===== src/rtl/jk_bank_arbiter.sv =====
// Round-robin arbiter sharing one JK flip-flop bank between two requesters.
// Each granted op drives j/k for one cycle, then acknowledges the requester.
module jk_bank_arbiter #(
  parameter int WIDTH = 4,
  parameter int CNT_W = 8
) (
  input  logic             clock,
  input  logic             reset,
  input  logic             req_a,
  input  logic [1:0]       op_a,
  input  logic [WIDTH-1:0] mask_a,
  input  logic             req_b,
  input  logic [1:0]       op_b,
  input  logic [WIDTH-1:0] mask_b,
  output logic [WIDTH-1:0] j,
  output logic [WIDTH-1:0] k,
  output logic             ack_a,
  output logic             ack_b,
  output logic             busy,
  output logic [CNT_W-1:0] op_count
);

  localparam logic [1:0] IDLE  = 2'd0;
  localparam logic [1:0] DRIVE = 2'd1;
  localparam logic [1:0] ACK   = 2'd2;

  localparam logic [1:0] OP_HOLD   = 2'b00;
  localparam logic [1:0] OP_SET    = 2'b01;
  localparam logic [1:0] OP_CLEAR  = 2'b10;
  localparam logic [1:0] OP_TOGGLE = 2'b11;

  logic [1:0]       state_r;
  logic             last_grant_r;   // 1 = B was granted last
  logic             grant_r;        // 1 = current op belongs to B
  logic             grant_valid_s;
  logic             grant_b_s;
  logic [1:0]       sel_op_s;
  logic [WIDTH-1:0] sel_mask_s;

  function automatic logic [WIDTH-1:0] encode_j(input logic [1:0] op, input logic [WIDTH-1:0] mask);
    case (op)
      OP_SET, OP_TOGGLE: encode_j = mask;
      OP_HOLD, OP_CLEAR: encode_j = {WIDTH{1'b0}};
      default:           encode_j = {WIDTH{1'b0}};
    endcase
  endfunction

  function automatic logic [WIDTH-1:0] encode_k(input logic [1:0] op, input logic [WIDTH-1:0] mask);
    case (op)
      OP_CLEAR, OP_TOGGLE: encode_k = mask;
      OP_HOLD, OP_SET:     encode_k = {WIDTH{1'b0}};
      default:             encode_k = {WIDTH{1'b0}};
    endcase
  endfunction

  // Arbitration: on a tie the requester that was not granted last wins.
  always_comb begin
    grant_valid_s = 1'b0;
    grant_b_s     = 1'b0;
    if (req_a && req_b) begin
      grant_valid_s = 1'b1;
      grant_b_s     = ~last_grant_r;
    end else if (req_a) begin
      grant_valid_s = 1'b1;
      grant_b_s     = 1'b0;
    end else if (req_b) begin
      grant_valid_s = 1'b1;
      grant_b_s     = 1'b1;
    end else begin
      grant_valid_s = 1'b0;
      grant_b_s     = 1'b0;
    end
    sel_op_s   = grant_b_s ? op_b   : op_a;
    sel_mask_s = grant_b_s ? mask_b : mask_a;
  end

  // FSM and registered outputs; j/k are loaded at grant so they carry the latched op.
  always_ff @(posedge clock or posedge reset) begin
    if (reset) begin
      state_r      <= IDLE;
      last_grant_r <= 1'b1;
      grant_r      <= 1'b0;
      j            <= {WIDTH{1'b0}};
      k            <= {WIDTH{1'b0}};
      ack_a        <= 1'b0;
      ack_b        <= 1'b0;
      busy         <= 1'b0;
      op_count     <= {CNT_W{1'b0}};
    end else begin
      case (state_r)
        IDLE: begin
          ack_a <= 1'b0;
          ack_b <= 1'b0;
          if (grant_valid_s) begin
            state_r      <= DRIVE;
            busy         <= 1'b1;
            grant_r      <= grant_b_s;
            last_grant_r <= grant_b_s;
            j            <= encode_j(sel_op_s, sel_mask_s);
            k            <= encode_k(sel_op_s, sel_mask_s);
          end else begin
            state_r <= IDLE;
            busy    <= 1'b0;
            j       <= {WIDTH{1'b0}};
            k       <= {WIDTH{1'b0}};
          end
        end
        DRIVE: begin
          state_r  <= ACK;
          busy     <= 1'b1;
          j        <= {WIDTH{1'b0}};
          k        <= {WIDTH{1'b0}};
          ack_a    <= ~grant_r;
          ack_b    <= grant_r;
          op_count <= op_count + {{(CNT_W-1){1'b0}}, 1'b1};
        end
        ACK: begin
          state_r <= IDLE;
          busy    <= 1'b0;
          j       <= {WIDTH{1'b0}};
          k       <= {WIDTH{1'b0}};
          ack_a   <= 1'b0;
          ack_b   <= 1'b0;
        end
        default: begin
          state_r <= IDLE;
          busy    <= 1'b0;
          j       <= {WIDTH{1'b0}};
          k       <= {WIDTH{1'b0}};
          ack_a   <= 1'b0;
          ack_b   <= 1'b0;
        end
      endcase
    end
  end

endmodule


===== config.mk =====
export PLATFORM = sky130hd
export DESIGN_NAME = jk_bank_arbiter
export DESIGN_NICKNAME = d
export VERILOG_FILES = /design/src/rtl/jk_bank_arbiter.sv
export SDC_FILE = /design/constraint.sdc
export NUM_CORES = 1
export LEC_CHECK = 0
export ABC_AREA = 1
export BUFFER_PORTS_ARGS = -buffer_cell sky130_fd_sc_hd__clkbuf_2
export CORE_MARGIN = 4
export CORE_UTILIZATION = 40
export DETAILED_ROUTE_END_ITERATION = 8
export PLACE_DENSITY = 0.69
export SLEW_MARGIN = 25
export SYNTH_ARGS = -nofsm -noshare
export SYNTH_HDL_FRONTEND = slang
export SYNTH_SLANG_ARGS = --single-unit

===== constraint.sdc =====
create_clock -name clock -period 1.14 [get_ports clock]
set_input_delay 0.114 -clock clock [delete_from_list [all_inputs] [get_ports clock]]
set_output_delay 0.114 -clock clock [all_outputs]
set_load 0.01 [all_outputs]

==> Word level (Yosys, flattened, before mapping) <==
Cells that the tools add are included.
{ "op_classes": {"add_sub_neg": 1, "n_eq_ne": 4, "n_reduce_logical": 8, "bitwise_logic": 2, "n_mux": 19} }
{ "op_table": {"columns": ["cell", "count"], "rows": [
  ["2-to-1 mux 4 bit", 5],
  ["one-hot mux 4 bit (2 select lines)", 2],
  ["2-to-1 mux 1 bit", 9],
  ["adder 8 x 1 -> 8 bit, second input constant", 1],
  ["OR reduction 2 bit", 4],
  ["== test 2 x 1 -> 1 bit, second input constant", 2],
  ["== test 2 bit, second input constant", 2],
  ["logical NOT 2 bit", 2],
  ["one-hot mux 2 bit (2 select lines)", 1],
  ["2-to-1 mux 2 bit", 1],
  ["NOT 1 bit", 2],
  ["one-hot mux 1 bit (2 select lines)", 1],
  ["AND reduction 2 bit", 1],
  ["logical AND 1 bit", 1]
]} }
{ "word_totals": {"elab_cells": 43, "reg_bits": 23, "input_bits": 16, "out_inout_bits": 19} }

==> Longest topological paths before layout <==
{ "depth": {"depth_word": 9, "ltp_mapped": 7, "depth_no_buf": 7} }

==> Worst setup path after synthesis <==
OpenSTA, ideal clock, no wires.
{ "synth_path": {"path_kind": "register -> register", "start": "register op_count[0]", "end": "register op_count[6]", "n_path_buf": 0, "arrival_ns": 1.037, "stages_incl_launch_ff": 7, "setup_time_ns": 0.113, "path_slack_ns": -0.010, "t_required_ns": 1.027, "period_less_slack_ns": 1.150, "cell_sequence": "dfrtp_1 > ha_1 > nand3_1 > nor2_1 > nand3_1 > nand2_1 > inv_1"} }
{ "synth_between": {"elab_chain_len": 1} }
{ "synth_rtl": {"columns": ["item", "line", "rtl"], "rows": [
  ["start, declared", "20", "output logic [CNT_W-1:0] op_count"],
  ["start signal, assigned", "88", "op_count <= {CNT_W{1'b0}};"],
  ["start signal, assigned", "115", "op_count <= op_count + {{(CNT_W-1){1'b0}}, 1'b1};"],
  ["adder 8 x 1 -> 8 bit", "115", null]
]} }
Every way passes these cells.
A chain may end at the register's enable or synchronous reset.

==> Final worst setup path <==
{ "layout_path": {"start": "register state_r[1]", "end": "register grant_r"} }
{ "layout_between": {"elab_chain_len": 2} }
{ "layout_rtl": {"columns": ["item", "line", "rtl"], "rows": [
  ["start, declared", "32", "logic [1:0] state_r;"],
  ["start signal, assigned", "80", "state_r <= IDLE;"],
  ["start signal, assigned", "95", "state_r <= DRIVE;"],
  ["start signal, assigned", "102", "state_r <= IDLE;"],
  ["logical NOT 2 bit", "90", "case (state_r)"],
  ["AND reduction 2 bit (no line)", null, null],
  ["end signal, assigned", "97", "grant_r <= grant_b_s;"],
  ["end, declared", "34", "logic grant_r;"]
]} }
Every way passes these cells.

==> impl.org <==
** Synth
- After synthesis, the largest family of logic cells by area is simple AND/OR/NAND/NOR gates.
- After synthesis the netlist holds a flip-flop and latch count of 23.
- The Yosys step of the flow raised 0 warnings.
- Compound-gate portion of the synthesized area :: 0.0366
- Basic-gate share of the synthesized area counting and, or, nand and nor cells :: 0.232
- Each instance of the synthesized netlist takes up on average 8.87 um2.
- In the synthesized netlist, the number of instances is 108.
- Number of distinct standard cells referenced by the synthesized netlist :: 14
- The mapped netlist covers 958 um2.
- Synth Net Count :: 125
- The share of the Yosys chip area taken by registers is 0.602.
- Adder-Cell Fraction of Synth Area :: 0.0131
- Of the total synthesized cell area, the portion taken by XOR and XNOR cells is 0.0366.
- Multiplexer share of the synthesized area :: 0

** Min path
- For hold timing, the worst endpoint is k[2].
- Hold/Removal Path Class :: in -> reg
- Number of cells on the worst hold path :: 3
- Hold path startpoint :: mask_b[2]

** Floorplan
- The floorplan step set the die width to about 57 um.
- Core area :: 2250 um2
- The initial utilization of the core area, before any placement, comes to 0.425.
- The initialized floorplan defines 17 standard-cell rows.
- 35 I/O pins were placed.
- The floorplan step defined a die boundary enclosing about 3200 um2.
- Y dimension of the die :: 57.0 um

** Global route
- Met3 track utilization from global routing :: 0.0317
- Largest net degree at the start of global routing :: 24
- Layer with the highest usage :: met2
- For this run the aggregate overflow at the end of global routing stands at 0.
- For this run, global-route usage on met1 was measured as 0.146.
- Number of global-route vias before repair :: 762
- Total Routing Usage GR :: 0.124
- The first global-routing pass estimated roughly 3200 um of wire.
- Met2 capacity usage during global routing :: 0.204
- The number of antenna violations at the first check in global routing is 0.

** Clock network
- At the later pin of the worst-skew pair, clock insertion delay measures 0.30 ns.
- After clock tree synthesis, the clock-pin slew on the worst setup and hold paths is 0.13 ns.
- Number of CTS-inserted buffers :: 3
- In this run the deepest clock path goes through 2 buffers.
- Number of sinks driven by the clock tree :: 23
- TritonCTS clock tree :: yes
- In this run the number of H-tree levels came out at 1.
- Clock tree root buffer cell :: sky130_fd_sc_hd__clkbuf_4

** Power
- IR analysis of the VDD net gives a maximum drop of between 1.5 and 2 mV.
- Static Leakage :: 0.780 nW
- Pwr per Cell Area :: 2060 nW/um2

** Finish
- With fillers left out, the area of the finished cells amounts to roughly 1400 um2.
- In the final design database the tool counted 173 nets.
- The area growth from synthesis to layout is 43.3%.
- The layout has 204 filler cells.
- Final core utilization :: 0.609
- Layout cells sized above 1 :: 0.471
- The number of antenna diodes in the final layout is 0.

** Timing
- The final number of max-transition violations is 0.
- Min Clock Period, post-route :: roughly 1.2 ns
- Timing would allow up to about 860 MHz.
- Relative slew slack :: 0.786
- Unrepaired setup endpoints after global routing :: yes
- In the post-route analysis, the smallest setup slack over all paths is -0.0197 ns.
- Setup Skew :: 0.00802 ns
- The count of endpoints failing hold in the final timing report was 0.
- In the finished design, the share of the clock period the worst path needs comes to 1.02.
- Setup violations remaining at the end of the flow were counted as 7.
- At the pin with the least slew margin, the transition time is around 0.32 ns.

** Status
- The flow ran to the end, but the final reports show violations.
- Failing checks :: setup timing

** Worst setup path
- Critical path endpoint category :: flip-flop
- Signal arrival time at the worst endpoint :: around 1.4 ns
- Worst-path fanout max :: 4
- Setup slack of the worst register-to-register path :: -0.02 ns
- For the worst flop-to-flop path, the logic depth is 4.
- The setup path with the least slack is of type reg -> reg.
- FF-to-FF Start :: state_r[1]
- The worst setup path is launched from a flip-flop.
- For the worst setup path, the data required time is 1.34 ns.
- R2r endpoint :: grant_r

** Place
- The congestion estimate from routability-driven global placement came to 0.735.
- In this run the cell area measured after placement is around 1200 um2.
- The wire-length estimate of the detail-placed layout is 1410 um.
- Before CTS, the worst setup slack after placement is -0.0496 ns.
- Port buffer count :: 34

** Routing
- First-pass iteration count of the detailed router :: 4
- The first routing iteration left 14 violations.
- Average wire per cell in the routed design :: 10.6 um
- DRT Wirelength :: 1930 um
- For this run, design rule violations remaining after detail routing come to 0.
- Vias after detailed routing :: roughly 810
- The detail route stage leaves a number of antenna-violating nets equal to 0.
- After detailed routing, the number of vias per cell comes to 4.42.

** Run
- Total of max-cap violations :: 0
flip-flops by register name (all words and copies together), names as in the netlist, 2 cells and up:
signal and flops:
state_r 2, k 4, j 4, op_count 8
worst max-delay path by stage:
stage                       startpoint           to  slack [ns]  cells after the start
after floorplan            op_count[0]  op_count[6]        0.03                      6
after detailed placement  last_grant_r         j[3]       -0.05                      6
after global placement    last_grant_r         k[3]       -0.02                      6
final                       state_r[1]      grant_r       -0.02                      4
after global routing        state_r[1]         k[3]       -0.08                      4
after CTS                 last_grant_r         k[3]       -0.01                      6
layer usage:
layer / vias to the layer above / part of all wire / wire length, um
met5: - / 0 / 0
met1: 363 / 0.40 / 774
met4: 0 / 0.015 / 29
met2: 25 / 0.51 / 986
li1: 418 / - / -
met3: 2 / 0.074 / 143
cell type report:
| type | instances | area [um2] | area share |
|---|---|---|---|
| Sequential cell | 23 | 577 | 0.420 |
| Multi-Input combinational cell | 65 | 398 | 0.290 |
| Timing Repair Buffer | 44 | 265 | 0.193 |
| Inverter | 19 | 71.3 | 0.0519 |
| Tap cell | 28 | 35.0 | 0.0255 |
| Clock buffer | 3 | 22.5 | 0.0164 |
| Clock inverter | 1 | 5.00 | 0.00364 |
cell families after synthesis:
family / Yosys count
and+or+nand+nor: 53
DFF: 23
buffers and inverters: 20
AOI/OAI and AO/OA: 7
xor gates and xnor gates: 4
adders and majority gates: 1
per-stage QoR:
| step | setup TNS, ns | std cells | power, mW | hold slack [ns] |
|---|---|---|---|---|
| 2_1_floorplan | 0 | 108 | 1.80 | 0.115 |
| 3_3_place_gp | -0.0526 | 175 | 2.19 | 0.143 |
| 3_5_place_dp | -0.310 | 175 | 2.22 | 0.151 |
| 4_1_cts | -0.0599 | 180 | 2.62 | 0.0706 |
| 5_1_grt | -0.749 | 183 | 3.05 | 0.0597 |
| 6_report | -0.0669 | 183 | 2.83 | 0.0680 |
power by group:
part / internal [mW] / switching (mW) / total [mW]
registers: 1.09 / 0.178 / 1.27
logic: 0.571 / 0.628 / 1.20
clock network: 0.131 / 0.234 / 0.364
layout by cell type, fill, tap and decap left out, drive strengths merged:
cell type,n
ha,1
nand3,6
clkbuf,36
or2,1
clkinv,1
nor2,15
inv,19
nand3b,1
dfrtp,22
xor2,2
buf,10
dlygate4sd3,1
dfstp,1
nand2,30
o21ai,7
xnor2,2
synth_stat cells:
library cell / count / area (um2)
sky130_fd_sc_hd__dfrtp_1: 22 / 551
sky130_fd_sc_hd__o21ai_0: 7 / 35.0
sky130_fd_sc_hd__or2_4: 1 / 8.76
sky130_fd_sc_hd__buf_2: 1 / 5.00
sky130_fd_sc_hd__nand3b_1: 1 / 7.51
sky130_fd_sc_hd__xnor2_1: 2 / 17.5
sky130_fd_sc_hd__xor2_1: 2 / 17.5
sky130_fd_sc_hd__nand2_1: 30 / 113
sky130_fd_sc_hd__nand3_1: 6 / 30.0
sky130_fd_sc_hd__dfstp_2: 1 / 26.3
sky130_fd_sc_hd__inv_1: 19 / 71.3
sky130_fd_sc_hd__nor2_1: 14 / 52.6
sky130_fd_sc_hd__ha_1: 1 / 12.5
sky130_fd_sc_hd__nor2_4: 1 / 11.3
what timing repair did:
action / 4_1_cts / 5_1_grt
gates resized for setup: 9 / 26
buffers inserted: 0 / 3
hold buffers: 1 / 0
endpoints found under the hold margin: 22 / 0
pin swaps: 1 / 9
setup endpoints to repair: 8 / 13
worst max-delay path: stages, from the launching register on:
cell and delay (ns):
sky130_fd_sc_hd__dfrtp_1 0.42, sky130_fd_sc_hd__or2_4 0.25, sky130_fd_sc_hd__nor2_4 0.19, sky130_fd_sc_hd__buf_4 0.14, sky130_fd_sc_hd__o21ai_0 0.06
Note: power is estimated with default switching activity, not from simulation.
